==> src/rtl/text_screen_gen_if.sv <==
// Bus between the VGA character-position logic and the text overlay generator.
// The master side drives frame timing, message selection, BCD fields and the
// character position; the slave side returns the character code for the font ROM.
interface text_screen_gen_if #(
    parameter int XW = 5,
    parameter int YW = 5
);
    logic                 frame_tick;
    logic                 restart;
    logic [1:0]           msg_sel;
    logic [7:0]           pairs_bcd;
    logic [7:0]           sec_bcd;
    logic [7:0]           hsec_bcd;
    logic [YW+XW-1:0]     char_yx;
    logic [6:0]           char_code;
    logic                 reveal_done;

    modport master (
        output frame_tick, restart, msg_sel, pairs_bcd, sec_bcd, hsec_bcd, char_yx,
        input  char_code, reveal_done
    );

    modport slave (
        input  frame_tick, restart, msg_sel, pairs_bcd, sec_bcd, hsec_bcd, char_yx,
        output char_code, reveal_done
    );
endinterface

==> src/rtl/text_screen_gen.sv <==
// Text overlay character-code generator for the end-of-game and title screens.
// Maps {char_y,char_x} to a 7-bit ASCII code (0 = blank) with a typewriter
// reveal paced by frame ticks. Numeric fields are sampled once per frame so
// they never tear mid-frame.
// Optional feature: define CURSOR_BLINK_EN to show a blinking '_' cursor at
// the next position to be revealed.
module text_screen_gen #(
    parameter int COLS       = 17,
    parameter int ROWS       = 5,
    parameter int XW         = 5,
    parameter int YW         = 5,
    parameter int REVEAL_DIV = 4
) (
    input logic              clk,
    input logic              rst,
    text_screen_gen_if.slave scr_if
);

    localparam int TOTAL = COLS * ROWS;
    localparam int CW    = $clog2(TOTAL + 1);
    localparam int DIVW  = (REVEAL_DIV > 1) ? $clog2(REVEAL_DIV) : 1;

    localparam logic [DIVW-1:0] DIV_LAST = DIVW'(REVEAL_DIV - 1);
    localparam logic [CW-1:0]   CNT_LAST = CW'(TOTAL - 1);

    localparam logic [1:0] MSG_WIN       = 2'd0;
    localparam logic [1:0] MSG_GAME_OVER = 2'd1;
    localparam logic [1:0] MSG_TITLE     = 2'd2;

    localparam logic [135:0] WIN_R0   = " Congratulation! ";
    localparam logic [135:0] WIN_R2   = " Your score: 00PP";
    localparam logic [135:0] WIN_R4   = " Your time: SS.HH";
    localparam logic [135:0] OVER_R0  = "   GAME OVER!    ";
    localparam logic [135:0] OVER_R2  = " Your score: 0000";
    localparam logic [135:0] OVER_R4  = " Your time passed";
    localparam logic [135:0] TITLE_R0 = "  MEMORY  GAME   ";
    localparam logic [135:0] TITLE_R2 = "  Press to start ";

    typedef enum logic {
        ST_REVEAL = 1'b0,
        ST_DONE   = 1'b1
    } state_t;

    state_t          state_q;
    logic [CW-1:0]   cnt_q;
    logic [DIVW-1:0] div_q;
    logic [1:0]      msg_q;
    logic [7:0]      pairs_q;
    logic [7:0]      sec_q;
    logic [7:0]      hsec_q;
    logic [6:0]      charCode_q;
    logic [6:0]      charCode_d;
    logic            revealDone_q;

    logic            restartReq;
    logic            cursorOn;
    logic [XW-1:0]   charX;
    logic [YW-1:0]   charY;
    logic [15:0]     posX;
    logic [15:0]     posY;
    logic [15:0]     idx;
    logic [15:0]     cntWide;
    logic            inRange;
    logic [135:0]    textLine;
    logic [6:0]      textCode;

    // Picks column col (0..16) of a 17-character line; spaces become blank.
    function automatic logic [6:0] pickChar(input logic [135:0] line, input logic [4:0] col);
        logic [7:0] ch;
        ch = line[{5'd16 - col, 3'b000} +: 8];
        return (ch == 8'd32) ? 7'd0 : ch[6:0];
    endfunction

    // BCD digit to ASCII; an invalid nibble shows as '?'.
    function automatic logic [6:0] digitChar(input logic [3:0] n);
        return (n > 4'd9) ? 7'd63 : (7'd48 + {3'b000, n});
    endfunction

    assign restartReq = scr_if.restart | (scr_if.msg_sel != msg_q);

    assign charX   = scr_if.char_yx[XW-1:0];
    assign charY   = scr_if.char_yx[XW+YW-1:XW];
    assign posX    = 16'(charX);
    assign posY    = 16'(charY);
    assign idx     = posY * 16'(COLS) + posX;
    assign cntWide = 16'(cnt_q);
    assign inRange = (posX < 16'(COLS)) && (posY < 16'(ROWS));

    // Message copy for change detection, and once-per-frame capture of the numeric fields.
    always_ff @(posedge clk) begin
        if (rst) begin
            msg_q   <= 2'd0;
            pairs_q <= 8'd0;
            sec_q   <= 8'd0;
            hsec_q  <= 8'd0;
        end else begin
            msg_q <= scr_if.msg_sel;
            if (scr_if.frame_tick) begin
                pairs_q <= scr_if.pairs_bcd;
                sec_q   <= scr_if.sec_bcd;
                hsec_q  <= scr_if.hsec_bcd;
            end
        end
    end

    // Reveal FSM: a restart request outranks a same-cycle frame tick, which is then not counted.
    always_ff @(posedge clk) begin
        if (rst || restartReq) begin
            state_q      <= ST_REVEAL;
            cnt_q        <= '0;
            div_q        <= '0;
            revealDone_q <= 1'b0;
        end else begin
            case (state_q)
                ST_REVEAL: begin
                    if (scr_if.frame_tick) begin
                        if (div_q == DIV_LAST) begin
                            div_q <= '0;
                            cnt_q <= cnt_q + 1'b1;
                            if (cnt_q == CNT_LAST) begin
                                state_q      <= ST_DONE;
                                revealDone_q <= 1'b1;
                            end
                        end else begin
                            div_q <= div_q + 1'b1;
                        end
                    end
                end
                ST_DONE: begin
                    revealDone_q <= 1'b1;
                end
                default: begin
                    state_q <= ST_REVEAL;
                end
            endcase
        end
    end

`ifdef CURSOR_BLINK_EN
    logic [2:0] blinkCnt_q;
    logic       blink_q;

    // Cursor blink phase flips after every eighth frame tick since the last restart.
    always_ff @(posedge clk) begin
        if (rst || restartReq) begin
            blinkCnt_q <= 3'd0;
            blink_q    <= 1'b0;
        end else if (scr_if.frame_tick) begin
            blinkCnt_q <= blinkCnt_q + 3'd1;
            if (blinkCnt_q == 3'd7) begin
                blink_q <= ~blink_q;
            end
        end
    end

    assign cursorOn = blink_q && (state_q == ST_REVEAL);
`else
    assign cursorOn = 1'b0;
`endif

    // Layout lookup: fixed line text with the live digit fields of the WIN screen overlaid.
    always_comb begin
        textLine = '0;
        textCode = 7'd0;
        if ((posX <= 16'd16) && (posY <= 16'd4) && !posY[0]) begin
            case (msg_q)
                MSG_WIN: begin
                    case (posY[2:0])
                        3'd0:    textLine = WIN_R0;
                        3'd2:    textLine = WIN_R2;
                        3'd4:    textLine = WIN_R4;
                        default: textLine = '0;
                    endcase
                end
                MSG_GAME_OVER: begin
                    case (posY[2:0])
                        3'd0:    textLine = OVER_R0;
                        3'd2:    textLine = OVER_R2;
                        3'd4:    textLine = OVER_R4;
                        default: textLine = '0;
                    endcase
                end
                MSG_TITLE: begin
                    case (posY[2:0])
                        3'd0:    textLine = TITLE_R0;
                        3'd2:    textLine = TITLE_R2;
                        default: textLine = '0;
                    endcase
                end
                default: textLine = '0;
            endcase
            textCode = pickChar(textLine, posX[4:0]);
            if (msg_q == MSG_WIN && posY[2:0] == 3'd2) begin
                if (posX[4:0] == 5'd15) textCode = digitChar(pairs_q[7:4]);
                if (posX[4:0] == 5'd16) textCode = digitChar(pairs_q[3:0]);
            end
            if (msg_q == MSG_WIN && posY[2:0] == 3'd4) begin
                case (posX[4:0])
                    5'd12:   textCode = digitChar(sec_q[7:4]);
                    5'd13:   textCode = digitChar(sec_q[3:0]);
                    5'd15:   textCode = digitChar(hsec_q[7:4]);
                    5'd16:   textCode = digitChar(hsec_q[3:0]);
                    default: textCode = textCode;
                endcase
            end
        end
    end

    // Reveal masking: only already-revealed positions show text; the cursor sits just past them.
    always_comb begin
        charCode_d = 7'd0;
        if (inRange) begin
            if (idx < cntWide) begin
                charCode_d = textCode;
            end else if ((idx == cntWide) && cursorOn) begin
                charCode_d = 7'd95;
            end
        end
    end

    // Registered character code, one clock behind char_yx.
    always_ff @(posedge clk) begin
        if (rst) begin
            charCode_q <= 7'd0;
        end else begin
            charCode_q <= charCode_d;
        end
    end

    assign scr_if.char_code   = charCode_q;
    assign scr_if.reveal_done = revealDone_q;

endmodule

==> src/flat_wrapper.sv <==
// flat-port wrapper written by rule: the top's interface ports become plain ports
module text_screen_gen_flat 
#(
    parameter int COLS       = 17,
    parameter int ROWS       = 5,
    parameter int XW         = 5,
    parameter int YW         = 5,
    parameter int REVEAL_DIV = 4
)
  (clk, rst, scr_if_frame_tick, scr_if_restart, scr_if_msg_sel, scr_if_pairs_bcd, scr_if_sec_bcd, scr_if_hsec_bcd, scr_if_char_yx, scr_if_char_code, scr_if_reveal_done);
  text_screen_gen_if #(.XW(XW), .YW(YW)) scr_if_i ();
  input logic clk;
  input logic rst;
  input wire logic [$bits(scr_if_i.frame_tick)-1:0] scr_if_frame_tick;
  input wire logic [$bits(scr_if_i.restart)-1:0] scr_if_restart;
  input wire logic [$bits(scr_if_i.msg_sel)-1:0] scr_if_msg_sel;
  input wire logic [$bits(scr_if_i.pairs_bcd)-1:0] scr_if_pairs_bcd;
  input wire logic [$bits(scr_if_i.sec_bcd)-1:0] scr_if_sec_bcd;
  input wire logic [$bits(scr_if_i.hsec_bcd)-1:0] scr_if_hsec_bcd;
  input wire logic [$bits(scr_if_i.char_yx)-1:0] scr_if_char_yx;
  output wire logic [$bits(scr_if_i.char_code)-1:0] scr_if_char_code;
  output wire logic [$bits(scr_if_i.reveal_done)-1:0] scr_if_reveal_done;
  assign scr_if_i.frame_tick = scr_if_frame_tick;
  assign scr_if_i.restart = scr_if_restart;
  assign scr_if_i.msg_sel = scr_if_msg_sel;
  assign scr_if_i.pairs_bcd = scr_if_pairs_bcd;
  assign scr_if_i.sec_bcd = scr_if_sec_bcd;
  assign scr_if_i.hsec_bcd = scr_if_hsec_bcd;
  assign scr_if_i.char_yx = scr_if_char_yx;
  assign scr_if_char_code = scr_if_i.char_code;
  assign scr_if_reveal_done = scr_if_i.reveal_done;
  text_screen_gen #(.COLS(COLS), .ROWS(ROWS), .XW(XW), .YW(YW), .REVEAL_DIV(REVEAL_DIV)) u_core (.clk(clk), .rst(rst), .scr_if(scr_if_i));
endmodule
==> config.mk <==
export PLATFORM = sky130hd
export DESIGN_NAME = text_screen_gen_flat
export DESIGN_NICKNAME = d
export VERILOG_FILES = /design/src/rtl/text_screen_gen_if.sv /design/src/rtl/text_screen_gen.sv /design/src/flat_wrapper.sv
export SDC_FILE = /design/constraint.sdc
export NUM_CORES = 1
export LEC_CHECK = 0
export ABC_AREA = 1
export BUFFER_PORTS_ARGS = -buffer_cell sky130_fd_sc_hd__buf_2
export CAP_MARGIN = 20
export CORE_MARGIN = 8
export CORE_UTILIZATION = 50
export DETAILED_ROUTE_END_ITERATION = 7
export PLACE_DENSITY = 0.83
export SLEW_MARGIN = 20
export SYNTH_ARGS = -nofsm -noshare
export SYNTH_HDL_FRONTEND = slang
export SYNTH_SLANG_ARGS = --single-unit
==> constraint.sdc <==
create_clock -name clk -period 2.9 [get_ports clk]
set_input_delay 0.435 -clock clk [delete_from_list [all_inputs] [get_ports clk]]
set_output_delay 0.435 -clock clk [all_outputs]
set_load 0.01 [all_outputs]
==> run metrics <==
number of flops mapped to enable cells by yosys 0; Synth Area in XOR/XNOR 1.38%; Final Cycle Share 93.0%; WP data required 3.13 ns; dominant synthesized flop cell dfxtp_1; Logic pwr share 31.7%; CTS clk-pin slew, worst paths 0.09 ns; largest net degree at the start of global routing 35; Lkg Pwr 2.19 nW; hold slack 0.351 ns; global-route wire length before repair 19.5 mm; core area 7570 sq um; CTS buffer count 5; Die Y 103 microns; remaining antenna violation count 0; area grow syn2layout 14.9%; Sw Ratio 34.0%; Post-Place Cells 792; average size of a mapped cell 5.93 sq um; FMAX 0.371 GHz; internal power 0.00111 W; asr flop ratio synth 0%; sequential share of power 38.5%; R2R Setup Slk 0.62 ns; Worst Tran Pin Value 0.622 ns; Final nets 759; Detailed Place HPWL 9.18 mm; Min-Delay Path Class in -> reg; CTS Hold Bufs 0; slowest cell on the critical path fa_1; clock buffer depth 2; final worst setup slack 0.202 ns; Via density 5.50; Final Cell Area 4380 sq um; Inserted Diodes 0; CP Class in -> reg; Final GP Congestion 0.958; Critical Path End Type register; All-Layer GR Usage 22.8%; FILL cells 756; Yosys reg bits 44; largest area contributor in the netlist dfxtp_1; 1st-iter DRT viols 182; mapped cell area 3810 sq um; worst clock skew 0.00795 ns; Starting Density 50.4%; sequential area share after synthesis 23.1%; Setup Viol. Count Final 0; PD cells 383 nW/um^2; vias in the first global route 4,232; Placement Cell Area 4260 sq um; Final Hold Fails 0; Pre-antenna DRT Iters 5; Synth area leaders dfxtp_1 (23%), nand2_1 (14%), nand3_1 (9.2%), nor2_1 (8.5%), inv_1 (7.7%); # H-tree levels 2; Final min period 2.70 ns; Post-Syn Nets 705; fraction of synthesized area in multiplexers 0%; CTS tree built; Startpoint Class input pin; Synth Area in Compound Gates 17.7%; crit-path most repeated cell nand3_1; Worst Path Max Fanout 6; Cell Chain, Critical Path buf_2, ha_1, fa_1, nand3_1, and2_1, inv_1, a21oi_1, nor2_1, xnor2_1, inv_1, ha_1, nor4_1, nand3_1, a21oi_2, buf_4, nand3_1, nor3_1; Wirelength per Cell 14.6 microns; slowest cell delay on critical path 0.40 ns; cell with the most instances after synthesis nand2_1; CP arrival 2.92 ns; largest family of logic cells by synthesized area simple AND/OR/NAND/NOR gates; Congestion Overflow GR 0; I/O pin cnt 48; Post-Synth Adder-Cell Area 7.41%; clk_lat worst skew 0.30 ns; status completed; final slew viol count 0; Worst IR Drop VDD 0.000508 V; Residual DRC 0; Die ar. 10,700 sq um; max cap viols 0; row count 32; area of the multi-input gates 2520 sq um; Die W 103 microns; synth cell count leaders nand2_1 (144), nor2_1 (86), inv_1 (78); Cells after Synth 643; post-synth top area share 23.1%; Post-Place Worst Slack -0.123 ns; Post-CTS Setup Inserts 0; clk sink count 44; via count 4,403; Port-buffer cells 47; NetSw 0.000571 W; Syn. warnings 0; initial antenna violation count 0; Root Buffer clkbuf_8; Reg area 881 sq um; Post-Layout Cell Count 800; Slew headroom 58.2%; Post-Synth Simple-Gate Area 39.7%; clock power share 29.8%; Netlist cell types 40; share of cells above drive strength 1 14.8%; Detailed Route WL 11.7 mm
## critical path: cells and delay by family
family / cells / cell delay (ns)
AO/OA/AOI/OAI: 2 / 0.30
XOR/XNOR: 1 / 0.13
adder cells (fa/ha/maj): 3 / 0.80
buffers and inverters: 4 / 0.39
AND/OR/NAND/NOR: 7 / 0.88
## timing repair
item / in CTS / in global routing
gates resized for setup: 0 / 1
endpoints found under the setup margin: 0 / 5
hold endpoints to repair: 0 / 0
## power by group through the flow
stage	clock [W]	combinational [W]	sequential (W)
2_1_floorplan	0	0.000356	0.000653
6_report	0.000500	0.000533	0.000646
5_1_grt	0.000533	0.000598	0.000649
3_3_place_gp	0	0.000512	0.000660
3_5_place_dp	0	0.000523	0.000660
4_1_cts	0.000508	0.000526	0.000646
## cells by family after synthesis
group / count (synthesis)
AO/OA/AOI/OAI: 125
AND/OR/NAND/NOR: 340
XOR/XNOR: 6
buffers and inverters: 106
flip-flops: 44
adder cells (fa/ha/maj): 22
## stage by stage
step / TNS [ns] / total power [W] / util, %
floorplan: 0 / 0.00101 / -
global placement: 0 / 0.00117 / 56.3
detailed placement: -0.578 / 0.00118 / 56.3
CTS: 0 / 0.00168 / 57.9
global route: -0.00402 / 0.00178 / 57.9
finish: 0 / 0.00168 / 57.9
## path summary, 6_finish.rpt
path                                  start                    endpoint  depth (start not counted)
hold / removal            scr_if_msg_sel[0]             u_core.msg_q[0]                          3
setup / recovery          scr_if_char_yx[0]  u_core.scr_if.char_code[6]                         17
setup reg to reg            u_core.msg_q[0]  u_core.scr_if.char_code[5]                         15
hold reg to reg   u_core.scr_if.reveal_done   u_core.scr_if.reveal_done                          2
## sequential cells by signal, summed over array words and instances, names as in the netlist, 2 cells and up
register and cells:
u_core.hsec_q 8, u_core.sec_q 8, u_core.scr_if.char_code 7, u_core.pairs_q 8, u_core.cnt_q 7, u_core.div_q 2, u_core.msg_q 2
## placed cells by master (no fill, tap or decap), types with 4 or more instances in the layout
cell	count
a21oi_1	45
buf_4	20
inv_1	78
nor2_1	86
o211ai_1	7
nand2_2	5
nand3_1	70
ha_1	21
o21ai_0	56
nor3_1	9
xor2_1	4
buf_2	47
inv_2	6
dfxtp_1	44
nand2_1	144
clkbuf_8	6
nand4_1	7
## layout make-up
| class | count | share of cell area [%] |
|---|---|---|
| clock buffer | 6 | 1.88 |
| clock inverter | 2 | 0.885 |
| inverter | 85 | 7.34 |
| multi-input combinational | 493 | 57.6 |
| sequential | 44 | 20.1 |
| tap | 102 | 2.91 |
| timing repair buffer | 68 | 9.25 |
## layer usage
| metal | routed length [microns] | share of wire [%] | GRT usage, % |
|---|---|---|---|
| met1 | 4840 | 41 | 26.3 |
| met2 | 5630 | 48 | 39.2 |
| met3 | 619 | 5.3 | 3.08 |
| met4 | 606 | 5.2 | 13.8 |
| met5 | 0 | 0 | 0 |
Note: power is estimated with default switching activity, not from simulation.
